## src/rtl/ofdm_pkg.sv

```systemverilog
// ofdm_pkg: shared constants and state encoding for the IFFT symbol scheduler
package ofdm_pkg;
  localparam int NFFT = 64;
  localparam int N_PRE = 4;
  localparam int MAX_OUTST = 2;
  localparam int DW = 16;
  localparam logic [DW-1:0] CFG_WORD = 16'h5C10;
  localparam int BW = $clog2(NFFT);
  localparam int OW = $clog2(MAX_OUTST + 1);
  localparam logic [BW-1:0] LAST_BEAT = BW'(NFFT - 1);
  localparam logic [OW-1:0] OUTST_MAX = OW'(MAX_OUTST);
  localparam logic [7:0] PRE_LAST = 8'(N_PRE - 1);
  localparam logic [7:0] NPRE8 = 8'(N_PRE);
  typedef enum logic [2:0] {S_CFG, S_IDLE, S_PRE, S_DAT, S_DRAIN} state_e;
endpackage

```

## src/rtl/ofdm_ifft_sched_if.sv

```systemverilog
// ofdm_ifft_sched_if: 16-bit sample stream with tlast
// master drives tdata/tvalid/tlast and samples tready; slave is the mirror
interface ofdm_ifft_sched_if;
  import ofdm_pkg::*;
  logic [DW-1:0] tdata;
  logic tvalid;
  logic tlast;
  logic tready;
  modport master(output tdata, tvalid, tlast, input tready);
  modport slave(input tdata, tvalid, tlast, output tready);
endinterface

```

## src/rtl/ifft_sym_counter.sv

```systemverilog
// ifft_sym_counter: beat counter within a symbol plus saturating count of symbols in flight
// hs_i: input beat accepted; dec_i: a symbol left the core; outst_d_o: next-cycle outst
module ifft_sym_counter
  import ofdm_pkg::*;
(
  input  logic          clk,
  input  logic          rst_n,
  input  logic          hs_i,
  input  logic          dec_i,
  output logic [BW-1:0] beat_o,
  output logic [OW-1:0] outst_o,
  output logic [OW-1:0] outst_d_o
);
  logic [BW-1:0] beat_q, beat_d;
  logic [OW-1:0] outst_q;
  logic inc;
  always_comb begin
    inc = hs_i && beat_q == LAST_BEAT;
    beat_d = inc ? '0 : hs_i ? beat_q + 1'b1 : beat_q;
    outst_d_o = (inc && !dec_i && outst_q != OUTST_MAX) ? outst_q + 1'b1 :
                (dec_i && !inc && outst_q != '0) ? outst_q - 1'b1 : outst_q;
  end
  always_ff @(posedge clk or negedge rst_n)
    if (!rst_n) begin
      beat_q <= '0;
      outst_q <= '0;
    end else begin
      beat_q <= beat_d;
      outst_q <= outst_d_o;
    end
  assign beat_o = beat_q;
  assign outst_o = outst_q;
endmodule

```

## src/rtl/ofdm_ifft_sched.sv

```systemverilog
// ofdm_ifft_sched: config issue, preamble/data grant, TLAST framing and flow control for the TX IFFT
// pre_i/dat_i: source streams; ifft_o: core input; cfg_*: one-shot config; ifft_out_*: core output monitor
// busy_o/frame_done_o/err_len_o/sym_idx_o: frame status
module ofdm_ifft_sched
  import ofdm_pkg::*;
(
  input  logic                     clk,
  input  logic                     rst_n,
  input  logic                     frame_start_i,
  input  logic [7:0]               n_data_sym_i,
  ofdm_ifft_sched_if.slave         pre_i,
  ofdm_ifft_sched_if.slave         dat_i,
  ofdm_ifft_sched_if.master        ifft_o,
  output logic [DW-1:0]            cfg_tdata_o,
  output logic                     cfg_tvalid_o,
  input  logic                     cfg_tready_i,
  input  logic                     ifft_out_vld_i,
  input  logic                     ifft_out_rdy_i,
  input  logic                     ifft_out_last_i,
  output logic                     busy_o,
  output logic                     frame_done_o,
  output logic                     err_len_o,
  output logic [7:0]               sym_idx_o
);
  state_e state_q;
  logic [7:0] nsym_q, sym_idx_q;
  logic busy_q, frame_done_q, err_len_q;
  logic [BW-1:0] beat;
  logic [OW-1:0] outst, outst_d;
  logic g_pre, g_dat, gate, last_beat, src_last, hs, sym_end;
  // only a new symbol waits for core room; an accepted symbol streams to its end
  assign g_pre = state_q == S_PRE;
  assign g_dat = state_q == S_DAT;
  assign last_beat = beat == LAST_BEAT;
  assign gate = beat != '0 || outst < OUTST_MAX;
  assign src_last = g_dat ? dat_i.tlast : pre_i.tlast;
  assign ifft_o.tdata = g_dat ? dat_i.tdata : pre_i.tdata;
  assign ifft_o.tvalid = gate && (g_pre ? pre_i.tvalid : g_dat && dat_i.tvalid);
  assign ifft_o.tlast = (g_pre || g_dat) && last_beat;
  assign pre_i.tready = g_pre && ifft_o.tready && gate;
  assign dat_i.tready = g_dat && ifft_o.tready && gate;
  assign hs = ifft_o.tvalid && ifft_o.tready;
  assign sym_end = hs && last_beat;
  ifft_sym_counter u_cnt (
    .clk      (clk),
    .rst_n    (rst_n),
    .hs_i     (hs),
    .dec_i    (ifft_out_vld_i && ifft_out_rdy_i && ifft_out_last_i),
    .beat_o   (beat),
    .outst_o  (outst),
    .outst_d_o(outst_d)
  );
  // data symbol index is taken modulo 256 so long frames compare correctly after sym_idx wraps
  always_ff @(posedge clk or negedge rst_n)
    if (!rst_n) begin
      state_q <= S_CFG;
      nsym_q <= '0;
      sym_idx_q <= '0;
      busy_q <= 1'b0;
      frame_done_q <= 1'b0;
      err_len_q <= 1'b0;
    end else begin
      frame_done_q <= 1'b0;
      if (hs && src_last != last_beat) err_len_q <= 1'b1;
      if (sym_end) sym_idx_q <= sym_idx_q + 1'b1;
      case (state_q)
        S_CFG: if (cfg_tready_i) state_q <= S_IDLE;
        S_IDLE:
          if (frame_start_i) begin
            nsym_q <= n_data_sym_i;
            sym_idx_q <= '0;
            busy_q <= 1'b1;
            state_q <= S_PRE;
          end
        S_PRE: if (sym_end && sym_idx_q == PRE_LAST) state_q <= nsym_q == '0 ? S_DRAIN : S_DAT;
        S_DAT: if (sym_end && 8'(sym_idx_q - NPRE8) == 8'(nsym_q - 8'd1)) state_q <= S_DRAIN;
        S_DRAIN:
          if (outst_d == '0) begin
            frame_done_q <= 1'b1;
            busy_q <= 1'b0;
            state_q <= S_IDLE;
          end
        default: state_q <= S_CFG;
      endcase
    end
  assign cfg_tdata_o = CFG_WORD;
  assign cfg_tvalid_o = state_q == S_CFG;
  assign busy_o = busy_q;
  assign frame_done_o = frame_done_q;
  assign err_len_o = err_len_q;
  assign sym_idx_o = sym_idx_q;
endmodule
```

## src/flat_wrapper.sv

```systemverilog
// flat-port wrapper written by rule: the top's interface ports become plain ports
module ofdm_ifft_sched_flat import ofdm_pkg::*;
  (clk, rst_n, frame_start_i, n_data_sym_i, cfg_tdata_o, cfg_tvalid_o, cfg_tready_i, ifft_out_vld_i, ifft_out_rdy_i, ifft_out_last_i, busy_o, frame_done_o, err_len_o, sym_idx_o, pre_i_tdata, pre_i_tvalid, pre_i_tlast, pre_i_tready, dat_i_tdata, dat_i_tvalid, dat_i_tlast, dat_i_tready, ifft_o_tdata, ifft_o_tvalid, ifft_o_tlast, ifft_o_tready);
  ofdm_ifft_sched_if pre_i_i ();
  ofdm_ifft_sched_if dat_i_i ();
  ofdm_ifft_sched_if ifft_o_i ();
  input  logic clk;
  input  logic rst_n;
  input  logic frame_start_i;
  input  logic [7:0] n_data_sym_i;
  output logic [DW-1:0] cfg_tdata_o;
  output logic cfg_tvalid_o;
  input  logic cfg_tready_i;
  input  logic ifft_out_vld_i;
  input  logic ifft_out_rdy_i;
  input  logic ifft_out_last_i;
  output logic busy_o;
  output logic frame_done_o;
  output logic err_len_o;
  output logic [7:0] sym_idx_o;
  input wire logic [$bits(pre_i_i.tdata)-1:0] pre_i_tdata;
  input wire logic [$bits(pre_i_i.tvalid)-1:0] pre_i_tvalid;
  input wire logic [$bits(pre_i_i.tlast)-1:0] pre_i_tlast;
  output wire logic [$bits(pre_i_i.tready)-1:0] pre_i_tready;
  input wire logic [$bits(dat_i_i.tdata)-1:0] dat_i_tdata;
  input wire logic [$bits(dat_i_i.tvalid)-1:0] dat_i_tvalid;
  input wire logic [$bits(dat_i_i.tlast)-1:0] dat_i_tlast;
  output wire logic [$bits(dat_i_i.tready)-1:0] dat_i_tready;
  output wire logic [$bits(ifft_o_i.tdata)-1:0] ifft_o_tdata;
  output wire logic [$bits(ifft_o_i.tvalid)-1:0] ifft_o_tvalid;
  output wire logic [$bits(ifft_o_i.tlast)-1:0] ifft_o_tlast;
  input wire logic [$bits(ifft_o_i.tready)-1:0] ifft_o_tready;
  assign pre_i_i.tdata = pre_i_tdata;
  assign pre_i_i.tvalid = pre_i_tvalid;
  assign pre_i_i.tlast = pre_i_tlast;
  assign pre_i_tready = pre_i_i.tready;
  assign dat_i_i.tdata = dat_i_tdata;
  assign dat_i_i.tvalid = dat_i_tvalid;
  assign dat_i_i.tlast = dat_i_tlast;
  assign dat_i_tready = dat_i_i.tready;
  assign ifft_o_tdata = ifft_o_i.tdata;
  assign ifft_o_tvalid = ifft_o_i.tvalid;
  assign ifft_o_tlast = ifft_o_i.tlast;
  assign ifft_o_i.tready = ifft_o_tready;
  ofdm_ifft_sched u_core (.clk(clk), .rst_n(rst_n), .frame_start_i(frame_start_i), .n_data_sym_i(n_data_sym_i), .pre_i(pre_i_i), .dat_i(dat_i_i), .ifft_o(ifft_o_i), .cfg_tdata_o(cfg_tdata_o), .cfg_tvalid_o(cfg_tvalid_o), .cfg_tready_i(cfg_tready_i), .ifft_out_vld_i(ifft_out_vld_i), .ifft_out_rdy_i(ifft_out_rdy_i), .ifft_out_last_i(ifft_out_last_i), .busy_o(busy_o), .frame_done_o(frame_done_o), .err_len_o(err_len_o), .sym_idx_o(sym_idx_o));
endmodule
```

## config.mk

```make
export PLATFORM = sky130hd
export DESIGN_NAME = ofdm_ifft_sched_flat
export DESIGN_NICKNAME = d
export VERILOG_FILES = /design/src/rtl/ofdm_pkg.sv /design/src/rtl/ofdm_ifft_sched_if.sv /design/src/rtl/ifft_sym_counter.sv /design/src/rtl/ofdm_ifft_sched.sv /design/src/flat_wrapper.sv
export SDC_FILE = /design/constraint.sdc
export NUM_CORES = 1
export LEC_CHECK = 0
export BUFFER_PORTS_ARGS = -buffer_cell sky130_fd_sc_hd__buf_4
export CORE_MARGIN = 8
export CORE_UTILIZATION = 25
export DETAILED_ROUTE_END_ITERATION = 10
export GPL_ROUTABILITY_DRIVEN = 0
export PLACE_DENSITY = 0.47
export SLEW_MARGIN = 5
export SYNTH_ARGS = -nofsm -noshare
export SYNTH_HDL_FRONTEND = slang
export SYNTH_SLANG_ARGS = --single-unit
```

## constraint.sdc

```tcl
create_clock -name clk -period 4.4 [get_ports clk]
set_input_delay 0.88 -clock clk [delete_from_list [all_inputs] [get_ports clk]]
set_output_delay 0.88 -clock clk [all_outputs]
set_load 0.01 [all_outputs]
```

==> flow_metrics.env, run 1 <==
export IMPL_p_leak_uw=0.00146
export IMPL_max_freq_ghz=0.328
export IMPL_row_count=35
export IMPL_final_setup_viol_count=0
export IMPL_dp_hpwl_um=5070
export IMPL_vias=1919
export IMPL_nets=386
export IMPL_max_slew_margin_pct=50.6
export IMPL_startpoint_type="flop"
export IMPL_grt_setup_unrepaired="no"
export IMPL_avgSynthCellArea_um2=9.38
export IMPL_ys_top_cells_by_area="dfrtp_1 (33%), mux2_2 (11%), xnor2_1 (6.8%)"
export IMPL_tritoncts="yes"
export IMPL_cts_resized_gates=0
export IMPL_ir_drop_uv=140
export IMPL_min_path_type="flop to flop"
export IMPL_cap_violations=0
export IMPL_num_antenna_cells=0
export IMPL_overflow=0
export IMPL_synth_top_area_share_pct=32.5
export IMPL_finalHoldViolCount=0
export IMPL_cpPeakStageDelay_ns=0.50
export IMPL_final_util_pct=33.4
export IMPL_drv_slew=0
export IMPL_holdBufCountCts=0
export IMPL_yosysTopAreaCell="dfrtp_1"
export IMPL_status="complete, no violations"
export IMPL_ys_warnings_count=0
export IMPL_instances_no_fill=437
export IMPL_vias_per_cell=4.39
export IMPL_grt_pass1_wl_um=10200
export IMPL_grt_usage_pct=10.0
export IMPL_async_reset_ff_share_pct=100
export IMPL_yosysSeqAreaShare_pct=32.5
export IMPL_period_needed_ns=3.05
export IMPL_critPathKind="flop to output pin"
export IMPL_cts_root_buf="clkbuf_8"
export IMPL_dp_cells=429
export IMPL_antenna_found_initial=0
export IMPL_die_h_um=112
export IMPL_worstSetupEndpointType="output pin"
export IMPL_initial_core_util_pct=25.3
export IMPL_synth_commonest_cells="dfrtp_1 (30), mux2_2 (23), nor2_1 (23)"
export IMPL_fin_crit_sh_pct=69.3
export IMPL_pin_count=100
export IMPL_drtAntennaViolNets=0
export IMPL_die_area_um2=12600
export IMPL_tritoncts_num_buffers=5
export IMPL_grt_start_max_net_pins=31
export IMPL_drc_errors=0
export IMPL_core_um2=9110
export IMPL_crit_chain="nor2b_1 > nand2_1 > mux2_2 > buf_4"
export IMPL_grt_pass1_vias=2041
export IMPL_htreeDepth=2
export IMPL_cp_num_buf_inv=1
export IMPL_wl_per_cell_um=14.4
export IMPL_powerDensity_nw_per_um2=516
export IMPL_die_x_um=112
export IMPL_yosysMostFrequentCell="dfrtp_1"
export IMPL_skew_ns=0.00663
export IMPL_drive_gt1_share_pct=37.4
export IMPL_critical_path_arrival_ns=2.17
export IMPL_tns_ns=0
export IMPL_netlist_area_um2=2310
export IMPL_worstMarginPinSlew_ns=0.739
export IMPL_drt_initial_drc_count=50
export IMPL_numClockSinks=30
export IMPL_clkTransAtPathRegs_ns=0.07
export IMPL_ys_ff_latch=30
export IMPL_worst_skew_pair_late_latency_ns=0.28
export IMPL_yosys_cell_types_count=49
export IMPL_drt_wl_total_um=6270
export IMPL_area_growth_pct=32.0
export IMPL_worst_endpoint_required_ns=3.52
export IMPL_io_buffers=83
export IMPL_cpLargestDelayFamily="simple AND/OR/NAND/NOR gates"
export IMPL_cts_setup_buffers=0
export IMPL_synth_edff_count=0
export IMPL_clock_tree_buffer_depth=2
export IMPL_crit_fanout=18
export IMPL_syn_inst=246
export IMPL_synthFlopType="dfrtp_1"
export IMPL_cp_slowest_cell="nand2_1"
export IMPL_first_pass_iters=4
path summary, 6_finish.rpt:
path                       slack (ns)  cells past startpoint                       endpoint                                from
setup / recovery                 1.35                      4                ifft_o_tdata[6]       u_core.state_q[1]$_DFFE_PN0P_
hold reg to reg                  0.48                      1   u_core.err_len_o$_DFFE_PN0P_        u_core.err_len_o$_DFFE_PN0P_
min in group asynchronous        0.53                      1  u_core.state_q[1]$_DFFE_PN0P_                               rst_n
hold / removal                   0.48                      1   u_core.err_len_o$_DFFE_PN0P_        u_core.err_len_o$_DFFE_PN0P_
setup reg to reg                 1.78                      9  u_core.state_q[0]$_DFFE_PN0P_  u_core.u_cnt.beat_o[0]$_DFFE_PN0P_
max in group asynchronous        3.57                      1  u_core.sym_idx_o[4]$_DFF_PN0_                               rst_n
cell type report:
type / count / area [um^2]
Multi-Input combinational cell: 195 / 1400
Clock inverter: 1 / 5.00
Clock buffer: 7 / 86.3
Fill cell: 968 / 6060
Inverter: 9 / 33.8
Timing Repair Buffer: 84 / 631
Sequential cell: 30 / 751
Tap cell: 111 / 139
through the flow:
step           total power (uW)  hold WS [ns]  area, um^2  setup slack [ns]
2_1_floorplan              1080         0.479        2360              1.84
3_3_place_gp               1360         0.476        2950              1.59
3_5_place_dp               1360         0.466        2950              1.62
4_1_cts                    1600         0.485        3050              1.29
5_1_grt                    1720         0.501        3050              1.14
6_report                   1570         0.478        3050              1.35
cell usage in the layout (no fill, tap or decap), drive strengths merged, types with 7 or more instances in the layout:
master | Yosys | layout
buf | 20 | 84
clkbuf | 6 | 7
conb | 2 | 16
dfrtp | 30 | 30
ha | 9 | 9
inv | 9 | 9
mux2 | 23 | 23
nand2 | 21 | 21
nand3 | 11 | 11
nor2 | 24 | 24
o21ai | 9 | 9
xnor2 | 18 | 18
xor2 | 8 | 8
logic make-up after synthesis:
logic type / Yosys count / synth area share, %
xor+xnor: 27 / 10.9
other cells: 2 / 0.326
flops: 30 / 32.5
fa+ha+maj: 9 / 4.88
simple gates: 91 / 21.3
compound gates: 27 / 8.89
mux: 25 / 12.1
buf+inv: 35 / 9.06
worst reg2reg max path: cells and delay by family, from the launching register on:
family          cells  cell delay [ns]
buf+inv             1             0.07
fa+ha+maj           1             0.13
flops               1             0.42
simple gates        4             0.97
compound gates      3             0.92
state kept, by name (all words and copies together), names as in the netlist:
signal,flops
u_core.u_cnt.outst_o,2
u_core.nsym_q,8
u_core.busy_o,1
u_core.u_cnt.beat_o,6
u_core.state_q,3
u_core.frame_done_o,1
u_core.err_len_o,1
u_core.sym_idx_o,8
layer usage:
metal | part of all wire (%) | track usage, %
met1 | 48 | 12.9
met2 | 45 | 15.7
met3 | 5.5 | 2.90
met4 | 1.2 | 3.51
met5 | 0 | 0
power by group:
group	switching, uW	internal [uW]	total (uW)
Clock	104	126	230
Combinational	424	445	869
Sequential	114	358	472
Total	642	929	1570
Power figures use the tool's default switching activity.
==> inputs of run 2 (changes only) <==
- clock period: 4.4 -> 3 ns (I/O delays scaled with it)
==> run 2 against run 1 <==
Against the previous run: core utilization is essentially flat; critical path type unchanged; largest power group unchanged; critical path depth unchanged; wire length up 1.1%; setup slack got worse by 1.1 ns.
==> flow_metrics.env, run 2 (synthesis gave the netlist of run 1 again) <==
export IMPL_final_cell_mix="buf_4 (86), dfrtp_1 (30), mux2_2 (23), nor2_1 (23), nand2_1 (21)"
export IMPL_htreeDepth=2
export IMPL_area_growth_pct=32.1
export IMPL_cts_root_buf="clkbuf_8"
export IMPL_drt_wl_total_um=6340
export IMPL_row_count=35
export IMPL_vias=1954
export IMPL_drt_initial_drc_count=94
export IMPL_holdBufCountCts=0
export IMPL_first_pass_iters=4
export IMPL_io_buffers=83
export IMPL_overflow=0
export IMPL_final_setup_viol_count=0
export IMPL_ir_drop_uv=209
export IMPL_busiest_layer="met2"
export IMPL_grt_use_met3_pct=3.44
export IMPL_cpPeakStageDelay_ns=0.48
export IMPL_dp_hpwl_um=5090
export IMPL_die_area_um2=12600
export IMPL_clkTransAtPathRegs_ns=0.07
export IMPL_worst_endpoint_required_ns=2.40
export IMPL_tritoncts="yes"
export IMPL_grt_setup_unrepaired="no"
export IMPL_drtAntennaViolNets=0
export IMPL_use_met1_pct=12.3
export IMPL_drive_gt1_share_pct=37.9
export IMPL_startpoint_type="flop"
export IMPL_grt_usage_pct=10.2
export IMPL_crit_fanout=18
export IMPL_grt_pass1_wl_um=10300
export IMPL_worstMarginPinSlew_ns=0.715
export IMPL_post_dp_cell_area_um2=2970
export IMPL_tns_ns=0
export IMPL_max_slew_margin_pct=52.2
export IMPL_finalInstanceArea_um2=3050
export IMPL_dp_cells=431
export IMPL_drc_errors=0
export IMPL_worstSetupEndpointType="output pin"
export IMPL_grt_pass1_vias=2089
export IMPL_core_um2=9110
export IMPL_pin_count=100
export IMPL_finalHoldViolCount=0
export IMPL_antenna_found_initial=0
export IMPL_wl_per_cell_um=14.5
export IMPL_critical_path_arrival_ns=2.11
export IMPL_status="complete, no violations"
export IMPL_powerDensity_nw_per_um2=750
export IMPL_cts_resized_gates=0
export IMPL_vias_per_cell=4.46
export IMPL_period_needed_ns=2.71
export IMPL_max_freq_ghz=0.369
export IMPL_tritoncts_num_buffers=5
export IMPL_critPathKind="flop to output pin"
export IMPL_cap_violations=0
export IMPL_setup_slack_ns=0.292
export IMPL_grtUsageMet2_pct=16.4
export IMPL_num_antenna_cells=0
export IMPL_p_leak_uw=0.00146
export IMPL_drv_slew=0
export IMPL_die_x_um=112
export IMPL_grt_start_max_net_pins=31
export IMPL_skew_ns=0.00581
export IMPL_nets=388
export IMPL_crit_chain="nor2b_1 > nand2_1 > mux2_2 > buf_4"
export IMPL_pre_cts_slack_ns=0.546
export IMPL_cts_setup_buffers=0
export IMPL_min_path_type="input pin to asynchronous set/reset pin"
export IMPL_initial_core_util_pct=25.3
export IMPL_worst_skew_pair_late_latency_ns=0.29
export IMPL_die_h_um=112
export IMPL_fin_crit_sh_pct=90.3
export IMPL_numClockSinks=30
export IMPL_final_common_cell="buf_4"
export IMPL_instances_no_fill=438
export IMPL_cp_slowest_cell="dfrtp_1"
export IMPL_clock_tree_buffer_depth=2
[run 2: cell types whose count changed in the layout (fill, tap and decap cells not counted), sizes merged]
cell | previous run | this run
buf | 84 | 86
clkbuf | 7 | 5
clkinv | 1 | 2
[run 2: final timing paths]
path / startpoint / to / slack, ns / depth (start not counted)
max in group asynchronous: rst_n / u_core.sym_idx_o[0]$_DFF_PN0_ / 2.47 / 1
min: rst_n / u_core.nsym_q[1]$_DFFE_PN0P_ / 0.24 / 1
min in group clk: u_core.err_len_o$_DFFE_PN0P_ / u_core.err_len_o$_DFFE_PN0P_ / 0.48 / 1
max: u_core.state_q[1]$_DFFE_PN0P_ / ifft_o_tdata[1] / 0.29 / 4
max reg2reg: u_core.state_q[0]$_DFFE_PN0P_ / u_core.state_q[0]$_DFFE_PN0P_ / 0.55 / 7
min reg2reg: u_core.err_len_o$_DFFE_PN0P_ / u_core.err_len_o$_DFFE_PN0P_ / 0.48 / 1
[run 2: area by class of cell]
class                      instances  area [um^2]
clock buffer                       5         68.8
clock inverter                     2         10.0
fill                             968         6060
inverter                           9         33.8
multi-input combinational        195         1400
sequential                        30          751
tap                              111          139
timing repair buffer              86          646
[run 2: where the power goes]
part / switching, uW / internal [uW]
sequential: 165 / 525
combinational: 618 / 663
clock: 160 / 155
total: 943 / 1340
[run 2: stage by stage]
stage	util, %	total power [uW]	hold WS (ns)
after floorplan	-	1590	0.304
after global placement	32.6	1980	0.462
after detailed placement	32.6	1990	0.466
after CTS	33.5	2320	0.257
after global routing	33.5	2500	0.267
final	33.5	2290	0.239
[run 2: routing by layer]
layer / part of all wire, % / wire, um
met3: 6.5 / 415
met4: 1.8 / 114
met1: 46 / 2900
met5: 0 / 0
met2: 46 / 2910
[run 2: critical path, delay by kind of cell, from the launching register on]
family                 cells  cell delay, ns
flip-flops                 1            0.48
buffers and inverters      1            0.14
multiplexers               1            0.45
AND/OR/NAND/NOR            2            0.74
